==> config.mk <==
export PLATFORM = sky130hd
export DESIGN_NAME = gb_cpu_interrupt_ctrl
export DESIGN_NICKNAME = d
export VERILOG_FILES = /design/src/rtl/gb_cpu_interrupt_ctrl.sv
export SDC_FILE = /design/constraint.sdc
export NUM_CORES = 1
export LEC_CHECK = 0
export ABC_AREA = 1
export ABC_CLOCK_PERIOD_IN_PS = 1100
export CAP_MARGIN = 20
export CORE_UTILIZATION = 54
export CTS_CLUSTER_SIZE = 28
export DETAILED_ROUTE_END_ITERATION = 16
export DONT_BUFFER_PORTS = 1
export PLACE_DENSITY_LB_ADDON = 0.1
export SLEW_MARGIN = 40
export SYNTH_ARGS = -nofsm -noshare
export SYNTH_HDL_FRONTEND = slang
export SYNTH_SLANG_ARGS = --single-unit
==> constraint.sdc <==
create_clock -name clk -period 1.1 [get_ports clk]
set_input_delay 0.22 -clock clk [delete_from_list [all_inputs] [get_ports clk]]
set_output_delay 0.22 -clock clk [all_outputs]
set_load 0.05 [all_outputs]
==> src/rtl/gb_cpu_interrupt_ctrl.sv <==
// Game Boy interrupt controller: IF/IE registers, IME sequencing, fixed-priority
// dispatch handshake with the control unit and the PC vector load.
module gb_cpu_interrupt_ctrl #(
   parameter int         NUM_INT    = 5,
   parameter logic [7:0] VEC_BASE   = 8'h40,
   parameter logic [7:0] VEC_STRIDE = 8'h08
) (
   input  logic               clk,
   input  logic               reset,
   input  logic [NUM_INT-1:0] int_req,
   input  logic               if_wr_en,
   input  logic               ie_wr_en,
   input  logic [7:0]         wr_data,
   output logic [7:0]         if_q,
   output logic [7:0]         ie_q,
   input  logic               ei,
   input  logic               di,
   input  logic               reti,
   input  logic               instr_boundary,
   output logic               dispatch_req,
   input  logic               dispatch_ack,
   output logic               write_interrupt_vector,
   output logic [7:0]         interrupt_vector,
   output logic               ime,
   output logic               wake
);

   typedef enum logic [1:0] {IME_OFF, IME_ARMED, IME_ON} ime_state_t;
   typedef enum logic [1:0] {IDLE, PENDING, VECTOR} disp_state_t;

   ime_state_t         ime_state;
   disp_state_t        disp_state;
   logic [NUM_INT-1:0] if_reg;
   logic [7:0]         ie_reg;
   logic [NUM_INT-1:0] pending;
   logic [NUM_INT-1:0] sel_mask;
   logic [7:0]         sel_vec;
   logic               sel_valid;
   logic               ack_take;
   logic [NUM_INT-1:0] clr_mask;
   logic               eff_en;

   assign pending = ie_reg[NUM_INT-1:0] & if_reg;
   assign wake    = |pending;
   assign if_q    = {{(8-NUM_INT){1'b1}}, if_reg};
   assign ie_q    = ie_reg;
   assign ime     = (ime_state == IME_ON);
   assign ack_take = (disp_state == PENDING) && dispatch_ack;
   assign clr_mask = ack_take ? sel_mask : '0;
   // ARMED here was set by an earlier EI, so the instruction after EI is checked as enabled.
   assign eff_en  = (ime_state == IME_ON) || (ime_state == IME_ARMED);

   // NOTE: every always_comb output gets a default first so no latch is inferred.
   always_comb begin
      sel_valid = 1'b0;
      sel_mask  = '0;
      sel_vec   = 8'h00;
      for (int i = NUM_INT - 1; i >= 0; i--) begin
         if (pending[i]) begin
            sel_valid   = 1'b1;
            sel_mask    = '0;
            sel_mask[i] = 1'b1;
            sel_vec     = VEC_BASE + VEC_STRIDE * 8'(i);
         end
      end
   end

   // NOTE: sequential state uses non-blocking assignments only, so all flops see pre-edge values.
   always_ff @(posedge clk) begin
      if (reset) begin
         if_reg <= '0;
         ie_reg <= 8'h00;
      end else begin
         if_reg <= ((if_wr_en ? wr_data[NUM_INT-1:0] : if_reg) & ~clr_mask) | int_req;
         if (ie_wr_en) ie_reg <= wr_data;
      end
   end

   always_ff @(posedge clk) begin
      if (reset) begin
         ime_state <= IME_OFF;
      end else if (di || dispatch_ack) begin
         ime_state <= IME_OFF;
      end else if (reti) begin
         ime_state <= IME_ON;
      end else if (ei && ime_state == IME_OFF) begin
         ime_state <= IME_ARMED;
      end else if (instr_boundary && ime_state == IME_ARMED) begin
         ime_state <= IME_ON;
      end
   end

   always_ff @(posedge clk) begin
      if (reset) begin
         disp_state             <= IDLE;
         dispatch_req           <= 1'b0;
         write_interrupt_vector <= 1'b0;
         interrupt_vector       <= 8'h00;
      end else begin
         case (disp_state)
            IDLE: begin
               if (instr_boundary && eff_en && (|pending)) begin
                  disp_state   <= PENDING;
                  dispatch_req <= 1'b1;
               end
            end
            PENDING: begin
               if (dispatch_ack) begin
                  disp_state             <= VECTOR;
                  dispatch_req           <= 1'b0;
                  write_interrupt_vector <= 1'b1;
                  // A request withdrawn before ack vectors to 0x0000.
                  interrupt_vector       <= sel_valid ? sel_vec : 8'h00;
               end
            end
            VECTOR: begin
               disp_state             <= IDLE;
               write_interrupt_vector <= 1'b0;
            end
            default: begin
               disp_state             <= IDLE;
               dispatch_req           <= 1'b0;
               write_interrupt_vector <= 1'b0;
            end
         endcase
      end
   end

endmodule

==> After elaboration in Yosys (flattened, before gate mapping) <==
Cells that the tools add are included.
W data, S select, Z words.
{ "word_totals": {"elab_cells": 67, "ff_bits": 27, "output_inout_bits": 28} }
{ "classes": {"bitwise": 6, "mux": 29, "reduce_logical": 18, "n_eq_ne": 6} }
{ "op_table": {"columns": ["operator", "count"], "rows": [
  ["$mux W8", 5],
  ["$mux W5", 7],
  ["$and A5 B5 Y5", 2],
  ["$mux W2", 5],
  ["$mux W1", 8],
  ["$mux W7", 1],
  ["$reduce_and A2 Y1", 3],
  ["$logic_and A1 B1 Y1", 5],
  ["$not A5 Y5", 1],
  ["$or A5 B5 Y5", 1],
  ["$reduce_or A5 Y1", 1],
  ["$eq A2 B1 Y1 const B", 2],
  ["$eq A2 B2 Y1 const B", 2],
  ["$logic_not A2 Y1", 2],
  ["$ne A2 B2 Y1 const B", 2],
  ["$pmux W2 S2", 1],
  ["$pmux W1 S3", 1],
  ["$reduce_and A3 Y1", 1],
  ["$reduce_bool A3 Y1", 1],
  ["$reduce_or A3 Y1", 1],
  ["$logic_or A1 B1 Y1", 2],
  ["$not A1 Y1", 2],
  ["$pmux W1 S2", 1],
  ["$reduce_bool A2 Y1", 1],
  ["$reduce_or A2 Y1", 1]
]} }

==> Depth between registers and ports, before layout <==
{ "logic_depth": {"word_depth": 10, "depth_mapped": 6, "mapped_depth_nobuf": 6} }

==> Worst setup path before layout <==
Ideal clock, no wire load.
{ "synth_path": {"path_kind": "flip-flop to flip-flop", "start": "register if_reg[0]", "end": "register disp_state[0]", "required_ns": 1.028, "stages_incl_launch_ff": 7, "setup_slack_ns": -0.421, "arrival_time_ns": 1.449, "path_cell_list": "dfxtp_1 -> nand2_1 -> nand2_2 -> nor2_1 -> nand2_2 -> nand2_1 -> a21oi_1"} }
{ "synth_between": {"elab_chain_cells": 5} }
{ "synth_lines": {"columns": ["item", "line_no", "source"], "rows": [
  ["start: declaration", "33", "logic [NUM_INT-1:0] if_reg;"],
  ["start signal: assignment", "74", "if_reg <= ((if_wr_en ? wr_data[NUM_INT-1:0] : if_reg) & ~clr_mask) | int_req;"],
  ["$and A5 B5 Y5", "43", "assign pending = ie_reg[NUM_INT-1:0] & if_reg;"],
  ["$reduce_or A5 Y1", null, null],
  ["net wake", "25", "output logic wake"],
  ["$logic_and A1 B1 Y1", "102", "if (instr_boundary && eff_en && (|pending)) begin"],
  ["$ne A2 B2 Y1 (no line)", null, null],
  ["$reduce_and A2 Y1 (no line)", null, null],
  ["end signal: assignment", "103", "disp_state <= PENDING;"],
  ["end signal: assignment", "109", "disp_state <= VECTOR;"],
  ["end signal: assignment", "117", "disp_state <= IDLE;"],
  ["end: declaration", "32", "disp_state_t disp_state;"]
]} }
The timed path passes the listed nets, and every way through them passes these cells.
A chain may end at the register's enable or synchronous reset.

==> Worst setup path after layout <==
{ "layout_path": {"start": "register if_reg[1]", "end": "output port wake"} }
{ "layout_between": {"elab_chain_cells": 2} }
{ "layout_lines": {"columns": ["item", "line_no", "source"], "rows": [
  ["$and A5 B5 Y5", "43", null],
  ["$reduce_or A5 Y1", "44", "assign wake = |pending;"],
  ["end: declaration", "25", null]
]} }
Every way passes these cells.

==> impl_metrics.json <==
{
  "num_io_pins": 50,
  "clock_tree.htree_level_count": 1,
  "power.density_nw_per_um2": 1097,
  "antenna_violating_nets_post_route": 0,
  "tritoncts.num_buffers": 3,
  "timing.critical_path.arrival_ps": 1100,
  "routed_via_density": 5.563,
  "clock_transition_at_the_registers_of_the_reported_paths_ps": 130,
  "synth-async-reset-ratio_pct": 0,
  "chipHeight_um": 46.72,
  "tritoncts": "built",
  "initial_antenna_violation_count": 0,
  "layout-area-overhead-vs-synth_pct": 51.91,
  "setup_violations": 10,
  "floorplan.initialDensity_pct": 59.93,
  "number_of_flops_mapped_to_enable_cells_by_yosys": 0,
  "finalInstanceArea_um2": 1640,
  "synthesis.instances": 150,
  "finalNetCount": 207,
  "worst_pin_slew_ps": 598.6,
  "timing.final.crit_period_ps": 1319,
  "ys.warnings.count": 0,
  "max-clock-path-buffers": 2,
  "timing_max_transition_violations_final": 0,
  "antenna-diode-count": 0,
  "post-synth-top-count-cell": "nand2_1",
  "via_count": 1146,
  "timing.max_cap.violations": 0,
  "setup_crit_path_kind": "flip-flop to primary output",
  "cts.root.buffer_cell": "clkbuf_4",
  "violations": "setup timing",
  "yosys_most_used_dff": "dfxtp_1",
  "maximum_number_of_pins_on_one_net_before_global_route_repair": 14,
  "use_met3_pct": 4.706,
  "floorplan.die_area_um2": 2182,
  "status": "finished, violations left",
  "avgSynthCellArea_um2": 7.199,
  "dp_slack_ps": -83.09,
  "synth_largest_type_area_fraction_pct": 42.64,
  "critical_path.endpoint_type": "primary output",
  "critical_path.max_fanout": 3,
  "grtUsageTotal_pct": 26.34,
  "initialDrtViolationCount": 49,
  "worstPathRequired_ps": 880,
  "fin_worst_skew_ps": 2.804,
  "clock_insertion_delay_worst_skew_ps": 320,
  "avgRoutedWirePerCell_um": 16.72,
  "totalNegativeSetupSlack_ps": -713.9,
  "fp.coreArea_um2": 1802,
  "ys_seq_elements": 23,
  "gr-max-usage-layer": "met2",
  "drcViolationCount": 0,
  "finalWorstSetupSlack_ps": -219.5,
  "grt_util_met2_pct": 43.33,
  "n_fill_cell": 77,
  "synth_top_cell_by_area": "dfxtp_1",
  "place.port_buffers": 0,
  "postRouteWirelength_um": 3445,
  "cellLeakagePower_nw": 0.7358,
  "dr.pass1.iters": 4,
  "number_of_global_route_vias_before_repair": 960,
  "number_of_flip_flops_in_the_largest_register": 8,
  "type_of_the_tightest_min_delay_check": "input pin to flip-flop",
  "drive_gt1_share_pct": 48.62,
  "worst_ir_drop_vdd_uv": 1007,
  "achievable-frequency_mhz": 757.9,
  "yosys-top-cells-count": "nand2_1 (34), dfxtp_1 (23), nor2_1 (23), inv_1 (17), o21ai_0 (13)",
  "timing_hold_violations_final": 0,
  "grt_use_met1_pct": 33.17,
  "cts.sink_count": 23,
  "ys_seq_area_share_pct": 42.64,
  "chip_width_um": 46.72,
  "grt_overflow_total": 0,
  "startpoint_type": "flip-flop",
  "yosys-top-cells-area": "dfxtp_1 (43%), nand2_1 (12%), nor2_1 (8.0%), o21ai_0 (6.0%), inv_1 (5.9%)",
  "synth_area_um2": 1080,
  "fin_crit_sh_pct": 120.0,
  "yosys.cell_types.count": 21,
  "grt_pass1_wl_um": 3995,
  "placement.cell_area_um2": 1316,
  "dpl_hpwl_um": 1757,
  "gp_routability_congestion": 0.7746,
  "placementRows": 15,
  "max_slew_margin_pct": 59.96,
  "rsz_0062_raised_after_global_routing": "yes"
}
-- worst paths after layout --
kind,from,end,slack [ps],depth (start not counted)
min reg2reg,write_interrupt_vector,write_interrupt_vector,480,2
max reg2reg,ime_state[1],dispatch_req,-70,6
min,int_req[1],if_reg[1],4,2
max,if_reg[1],wake,-220,4
-- layout by cell type, fill, tap and decap left out, types with 2 or more instances in the layout --
master	Yosys	routed
buf_8	0	2
buf_4	7	8
clkbuf_4	0	3
dlygate4sd3_1	0	2
o21ai_0	13	12
buf_6	0	18
nand2_2	3	7
inv_1	17	14
a21oi_1	8	4
o21ai_1	2	3
nand2_1	34	22
inv_4	0	2
dfxtp_2	0	9
nor2_1	23	22
nand2_4	0	8
nand3_1	2	2
ha_4	0	3
nor2_4	1	3
a21oi_2	5	9
dfxtp_1	23	3
dfxtp_4	0	11
conb_1	2	7
-- power breakdown --
part / switching [mW] / internal (mW)
clock network: 0.272 / 0.136
registers: 0.0440 / 0.863
logic: 0.330 / 0.154
-- critical path, stage by stage, from the launching register on --
cell and delay [ps]:
dfxtp_4 380, nand2_4 70, nand2_4 70, nor2_4 120, nand2_4 140
-- stage by stage --
stage	hold slack, ps	power [mW]	utilization (%)	instances
final	4.059	1.800	91.04	206
after global routing	12.64	1.863	91.04	206
after CTS	14.18	1.743	83.06	203
after detailed placement	276.4	1.308	73.06	194
after global placement	275.5	1.301	73.06	194
after floorplan	275.1	1.254	-	155
-- timing repair --
action,in CTS,in global routing
resized for setup,27,40
endpoints found under the setup margin,13,30
setup buffers,3,3
pin swaps,8,10
hold endpoints to repair,12,0
hold buffers,2,0
-- cell families (layout without fill, tap and decap cells) --
kind of cell / Yosys count / count (layout) / share of synthesized area [%]
and+or+nand+nor: 67 / 67 / 26.19
AOI/OAI and AO/OA: 29 / 29 / 15.41
buffers and inverters: 26 / 52 / 11.59
DFF: 23 / 23 / 42.64
adders and majority gates: 3 / 3 / 3.477
other: 2 / 7 / 0.6955
-- metal layers --
layer | vias up | share of wire (%)
li1 | 520 | -
met1 | 516 | 39
met2 | 84 | 47
met3 | 26 | 8.8
met4 | 0 | 5.3
met5 | - | 0
-- area by class of cell --
cell class              instances  area (um2)  share of cell area, %
multi-input cells             106       666.9                  40.66
flip-flops and latches         23       513.0                  31.27
repair buffers                 31       332.8                  20.29
inverters                      17       68.82                  4.195
well taps                      25       31.28                  1.907
clock buffers                   3       22.52                  1.373
clock inverters                 1       5.005                 0.3051
(Power assumes the default switching activity.)
